[src/rtl/sar_track_ctrl.sv]
// sar_track_ctrl
//   Successive-approximation and tracking controller for the SAR timer stage.
//   First it runs a binary search on CompC. Then it holds the code and moves it
//   by one LSB at a time, following the window comparators CompI and CompD.
//   It also counts consecutive steps in the same direction. When that run gets
//   too long, the controller gives up tracking and starts a fresh conversion.
//
// Ports
//   ClockT      clock, all state changes on its rising edge
//   Reset       synchronous, active-high, highest priority
//   Restart     synchronous re-conversion request (level-sampled)
//   CompC       1 = input >= DAC(SAROut), used while deciding a SAR bit
//   CompI       1 = input above upper window (code must go up)
//   CompD       1 = input below lower window (code must go down)
//   SAROut      current trial / tracked code (registered)
//   StateP      10 settle, 01 decide, 00 track, 11 step (registered)
//   Inc / Dcr   high only during the step cycle of an up / down step
//   Busy        high while converting (StateP is 10 or 01)
//   LossOfLock  one-cycle pulse when a forced relock starts

module sar_track_ctrl #(
    parameter int DATA       = 8,
    parameter int SETTLE     = 2,
    parameter int STEP_LIMIT = 4
) (
    input  logic            ClockT,
    input  logic            Reset,
    input  logic            Restart,
    input  logic            CompC,
    input  logic            CompI,
    input  logic            CompD,
    output logic [DATA-1:0] SAROut,
    output logic [1:0]      StateP,
    output logic            Inc,
    output logic            Dcr,
    output logic            Busy,
    output logic            LossOfLock
);

    localparam int PTR_W = (DATA > 1) ? $clog2(DATA) : 1;
    localparam int CNT_W = (SETTLE > 1) ? $clog2(SETTLE) : 1;
    localparam int RUN_W = $clog2(STEP_LIMIT + 1);

    localparam logic [DATA-1:0]  MID_CODE = DATA'(1) << (DATA - 1);
    localparam logic [PTR_W-1:0] PTR_TOP  = PTR_W'(DATA - 1);
    localparam logic [CNT_W-1:0] CNT_LOAD = CNT_W'(SETTLE - 1);
    localparam logic [RUN_W-1:0] RUN_MAX  = RUN_W'(STEP_LIMIT);

    typedef enum logic [1:0] {
        ST_SETTLE = 2'b10,
        ST_DECIDE = 2'b01,
        ST_TRACK  = 2'b00,
        ST_STEP   = 2'b11
    } state_t;

    state_t           state;
    logic [PTR_W-1:0] ptr;
    logic [CNT_W-1:0] cnt;
    logic [RUN_W-1:0] run;
    logic             lastUp;     // direction of the most recent track step
    logic [DATA-1:0]  decideCode;
    logic             upReq;
    logic             dnReq;
    logic             sameDir;

    // Saturation guards: these keep a track step from ever wrapping the code.
    function automatic logic atTop(input logic [DATA-1:0] code);
        return &code;
    endfunction

    function automatic logic atBottom(input logic [DATA-1:0] code);
        return code == '0;
    endfunction

    // Decide the current bit. If more bits remain, also raise the next trial bit.
    always_comb begin
        decideCode = SAROut;
        if (!CompC) decideCode[ptr] = 1'b0;
        if (ptr != '0) decideCode[ptr - PTR_W'(1)] = 1'b1;
    end

    // A request that would saturate the code counts as neither up nor down.
    // Run is therefore held in that case, not cleared.
    assign upReq   = CompI & ~CompD & ~atTop(SAROut);
    assign dnReq   = CompD & ~CompI & ~atBottom(SAROut);
    assign sameDir = (upReq == lastUp);

    always_ff @(posedge ClockT) begin
        if (Reset || Restart) begin
            state      <= ST_SETTLE;
            SAROut     <= MID_CODE;
            ptr        <= PTR_TOP;
            cnt        <= CNT_LOAD;
            run        <= '0;
            lastUp     <= 1'b0;
            Inc        <= 1'b0;
            Dcr        <= 1'b0;
            LossOfLock <= 1'b0;
        end else begin
            Inc        <= 1'b0;
            Dcr        <= 1'b0;
            LossOfLock <= 1'b0;
            case (state)
                ST_SETTLE: begin
                    if (cnt == '0) state <= ST_DECIDE;
                    else           cnt   <= cnt - CNT_W'(1);
                end
                ST_DECIDE: begin
                    SAROut <= decideCode;
                    cnt    <= CNT_LOAD;
                    if (ptr != '0) begin
                        ptr   <= ptr - PTR_W'(1);
                        state <= ST_SETTLE;
                    end else begin
                        run   <= '0;
                        state <= ST_TRACK;
                    end
                end
                ST_TRACK: begin
                    // The comparators are looked at only after the DAC has settled.
                    if (cnt != '0) begin
                        cnt <= cnt - CNT_W'(1);
                    end else if (upReq || dnReq) begin
                        if (sameDir && (run == RUN_MAX)) begin
                            // Too many steps in one direction: drop lock and reconvert.
                            LossOfLock <= 1'b1;
                            state      <= ST_SETTLE;
                            SAROut     <= MID_CODE;
                            ptr        <= PTR_TOP;
                            cnt        <= CNT_LOAD;
                            run        <= '0;
                        end else begin
                            state  <= ST_STEP;
                            Inc    <= upReq;
                            Dcr    <= dnReq;
                            run    <= sameDir ? run + RUN_W'(1) : RUN_W'(1);
                            lastUp <= upReq;
                        end
                    end else if (!(CompI ^ CompD)) begin
                        // Input is inside the window, or the comparators disagree.
                        run <= '0;
                    end
                end
                ST_STEP: begin
                    SAROut <= Inc ? SAROut + DATA'(1) : SAROut - DATA'(1);
                    cnt    <= CNT_LOAD;
                    state  <= ST_TRACK;
                end
            endcase
        end
    end

    assign StateP = state;
    assign Busy   = (state == ST_SETTLE) || (state == ST_DECIDE);

endmodule

[config.mk]
export PLATFORM = sky130hd
export DESIGN_NAME = sar_track_ctrl
export DESIGN_NICKNAME = d
export VERILOG_FILES = /design/src/rtl/sar_track_ctrl.sv
export SDC_FILE = /design/constraint.sdc
export NUM_CORES = 1
export LEC_CHECK = 0
export ABC_AREA = 1
export CAP_MARGIN = 20
export CORE_MARGIN = 2
export CORE_UTILIZATION = 50
export CTS_BUF_LIST = sky130_fd_sc_hd__clkbuf_4 sky130_fd_sc_hd__clkbuf_8 sky130_fd_sc_hd__clkbuf_16
export DETAILED_ROUTE_END_ITERATION = 10
export GPL_ROUTABILITY_DRIVEN = 0
export MAX_ROUTING_LAYER = met4
export PLACE_DENSITY = 0.76
export SKIP_CTS_REPAIR_TIMING = 1
export SYNTH_ARGS = -nofsm -noshare
export SYNTH_HDL_FRONTEND = slang
export SYNTH_SLANG_ARGS = --single-unit
[constraint.sdc]
create_clock -name ClockT -period 1.9 [get_ports ClockT]
set_input_delay 0.38 -clock ClockT [delete_from_list [all_inputs] [get_ports ClockT]]
set_output_delay 0.38 -clock ClockT [all_outputs]
set_load 0.05 [all_outputs]
==> flow_summary_export.csv <==
group,metric,value,unit
timing,fin_tns_setup,0,ns
routing,via_per_inst,4.93,
routing,first_pass_iters,4,
routing,first_iter_violations,122,
clock_network,clk_pin_slew_worst_paths,0.07,ns
critical_path,critPathArrivalTime,2.01,ns
floorplan,die_area,4270,sq um
timing,slew_violations,0,
routing,avgRoutedWirePerCell,12.0,um
critical_path,worst_setup_path_start_kind,"register",
pwr,clkPwrFrac,24.3,%
pwr,swShare,37.2,%
floorplan,die_y,65.4,um
clock_network,htree_levels,1,
routing,wl,4.61,mm
clock_network,clk_latency,0.27,ns
critical_path,endpoint_kind,"register",
synthesis,yosysUniqueCellTypes,28,
global_route,grt-ovfl-total,0,
routing,drtAntennaViolNets,0,
pwr,switchingPower,0.000479,W
pwr,p_int,0.000808,W
timing,fin_crit,1.85,ns
synthesis,yosysSeqAreaShare,22.3,%
job,maxCapViolations,0,
status,status,"finished, final reports clean",
floorplan,coreArea,3630,sq um
synthesis,syn_inst,301,
pwr,cellLeakagePower,1.18,nW
timing,finClkSkew,0.00818,ns
pwr,vdd_drop_max,0.000381,V
timing,final-hold-violation-count,0,
synthesis,ys_warn_count,0,
clock_network,clock-sinks,21,
placement,dp_hpwl,3.49,mm
cells_and_area,nets,361,
global_route,grt_pass1_wl,7.53,mm
cells_and_area,area_growth,25.1,%
synthesis,avgSynthCellArea,6.26,sq um
clock_network,cts_root_buf,"clkbuf_8",
global_route,antenna_found_initial,0,
cells_and_area,final_util,64.8,%
timing,setup_viol,0,
pwr,power.total,0.00129,W
worst_hold_path,hold_path_class,"register to register",
critical_path,worst_ep_required_time,2.06,ns
global_route,grt_max_degree,15,
pwr,p_comb_share,37.8,%
floorplan,rows,22,
timing,fin_crit_sh,97.6,%
timing,maxClockFrequency,0.540,GHz
cells_and_area,antenna_cells,0,
synthesis,synth.cell_area,1880,sq um
pwr,seq_power_share,37.8,%
floorplan,io_pins,20,
clock_network,cts_tree,"yes",
timing,max_slew_margin,67.1,%
global_route,track_usage,23.1,%
routing,num_vias,1894,
routing,drc,0,
floorplan,die_w,65.4,um
cells_and_area,final_layout_size_suffix_gt1_share,20.8,%
global_route,grt_pass1_vias,1677,
clock_network,cts_buffer_depth,2,
synthesis,ys_seq_elements,21,
pwr,powerDensity,546,nW/um^2
synthesis,syn_nets,325,
critical_path,path_class,"register to register",
cells_and_area,nFillCells,343,
clock_network,cts-buffers-inserted,3,
critical_path,cp_max_fo,5,
timing,tightest_slew,0.492,ns
timing,rsz0062_at_grt,"true",
floorplan,start_util,51.8,%
placement,port_buffers,19,
state kept, by name, indices dropped and copies added (netlist names):
register,cells
lastUp,1
LossOfLock,1
cnt,1
run,3
StateP,2
SAROut,8
Inc,1
Dcr,1
ptr,3
logic make-up after synthesis:
| logic type | count (synthesis) | synth area share, % |
|---|---|---|
| AND/OR/NAND/NOR | 167 | 40.9 |
| AO/OA/AOI/OAI | 36 | 10.1 |
| XOR/XNOR | 3 | 1.40 |
| buffers and inverters | 56 | 13.0 |
| adder cells (fa/ha/maj) | 18 | 12.4 |
| flip-flops | 21 | 22.3 |
cells in the mapped netlist:
library cell | count | area, sq um
nor2_2 | 7 | 43.8
o31ai_1 | 1 | 7.51
dfxtp_1 | 21 | 420
nand2_2 | 5 | 31.3
o211ai_1 | 3 | 22.5
nand3_2 | 1 | 10.0
buf_12 | 1 | 20.0
nand3_4 | 2 | 35.0
xnor2_1 | 2 | 17.5
clkbuf_8 | 1 | 13.8
o21ai_0 | 19 | 95.1
nand2_4 | 1 | 11.3
fa_1 | 1 | 20.0
buf_6 | 1 | 11.3
inv_1 | 51 | 191
nand2_8 | 1 | 20.0
nor2_1 | 36 | 135
ha_1 | 17 | 213
o21ai_1 | 1 | 5.00
clkbuf_1 | 1 | 3.75
nand3b_1 | 2 | 15.0
xor2_1 | 1 | 8.76
inv_2 | 1 | 3.75
nand2_1 | 86 | 323
nand3_1 | 18 | 90.1
nor2_4 | 1 | 11.3
a21oi_1 | 12 | 60.1
nand4_1 | 7 | 43.8
area by class of cell:
type	instances	area, sq um	area share, %
inverters	52	199	8.44
flip-flops and latches	21	429	18.2
multi-input cells	224	1320	55.8
clock buffers	4	48.8	2.07
well taps	48	60.1	2.55
repair buffers	35	304	12.9
metal layers:
layer,up-vias,track usage (%),part of all wire [%]
li1,1014,-,-
met1,833,29.8,48
met2,37,36.9,47
met3,10,4.62,4.0
met4,0,6.77,1.4
met5,-,-,0
power by group through the flow:
stage / clock network [W] / logic (W) / registers [W]
3_5_place_dp: 0 / 0.000456 / 0.000495
6_report: 0.000313 / 0.000487 / 0.000487
3_3_place_gp: 0 / 0.000450 / 0.000494
5_1_grt: 0.000343 / 0.000538 / 0.000490
2_1_floorplan: 0 / 0.000309 / 0.000532
4_1_cts: 0.000317 / 0.000458 / 0.000485
metrics by stage:
step | hold WS [ns] | instances | worst slack (ns) | cell area, sq um
5_1_grt | 0.575 | 384 | -0.0804 | 2360
3_5_place_dp | 0.518 | 374 | -0.102 | 2160
6_report | 0.532 | 384 | 0.0465 | 2360
4_1_cts | 0.529 | 378 | 0.0761 | 2210
2_1_floorplan | 0.473 | 301 | -0.00379 | 1900
3_3_place_gp | 0.513 | 374 | -0.0434 | 2160
layout by cell type, fill, tap and decap left out, drive strengths merged:
cell | Yosys | layout
o21ai | 20 | 20
xor2 | 1 | 1
dfxtp | 21 | 21
buf | 2 | 28
xnor2 | 2 | 2
a21oi | 12 | 12
nand3b | 2 | 2
nand2 | 93 | 93
o211ai | 3 | 3
nand3 | 21 | 21
o31ai | 1 | 1
clkbuf | 2 | 4
nand4 | 7 | 7
clkdlybuf4s50 | 0 | 7
fa | 1 | 1
nor2 | 44 | 44
clkinvlp | 0 | 1
inv | 52 | 51
ha | 17 | 17
path summary, 6_finish.rpt:
path,from,end,slack (ns),cells after the start
hold / removal,lastUp$_SDFFE_PP0P_,lastUp$_SDFFE_PP0P_,0.53,2
setup reg to reg,Inc$_SDFF_PP0_,SAROut[7]$_SDFFE_PP1P_,0.05,13
hold reg to reg,lastUp$_SDFFE_PP0P_,lastUp$_SDFFE_PP0P_,0.53,2
setup / recovery,Inc$_SDFF_PP0_,SAROut[7]$_SDFFE_PP1P_,0.05,13
critical path: stages (launching register included):
cell	delay [ns]
dfxtp_4	0.38
clkinvlp_4	0.17
buf_6	0.18
ha_4	0.24
nand2_2	0.09
inv_1	0.06
a21oi_2	0.15
nand3_1	0.12
nand3_1	0.11
nand2_1	0.05
inv_1	0.06
nor2_2	0.04
nand2_1	0.05
nand2_1	0.05
Note: power is estimated with default switching activity, not from simulation.
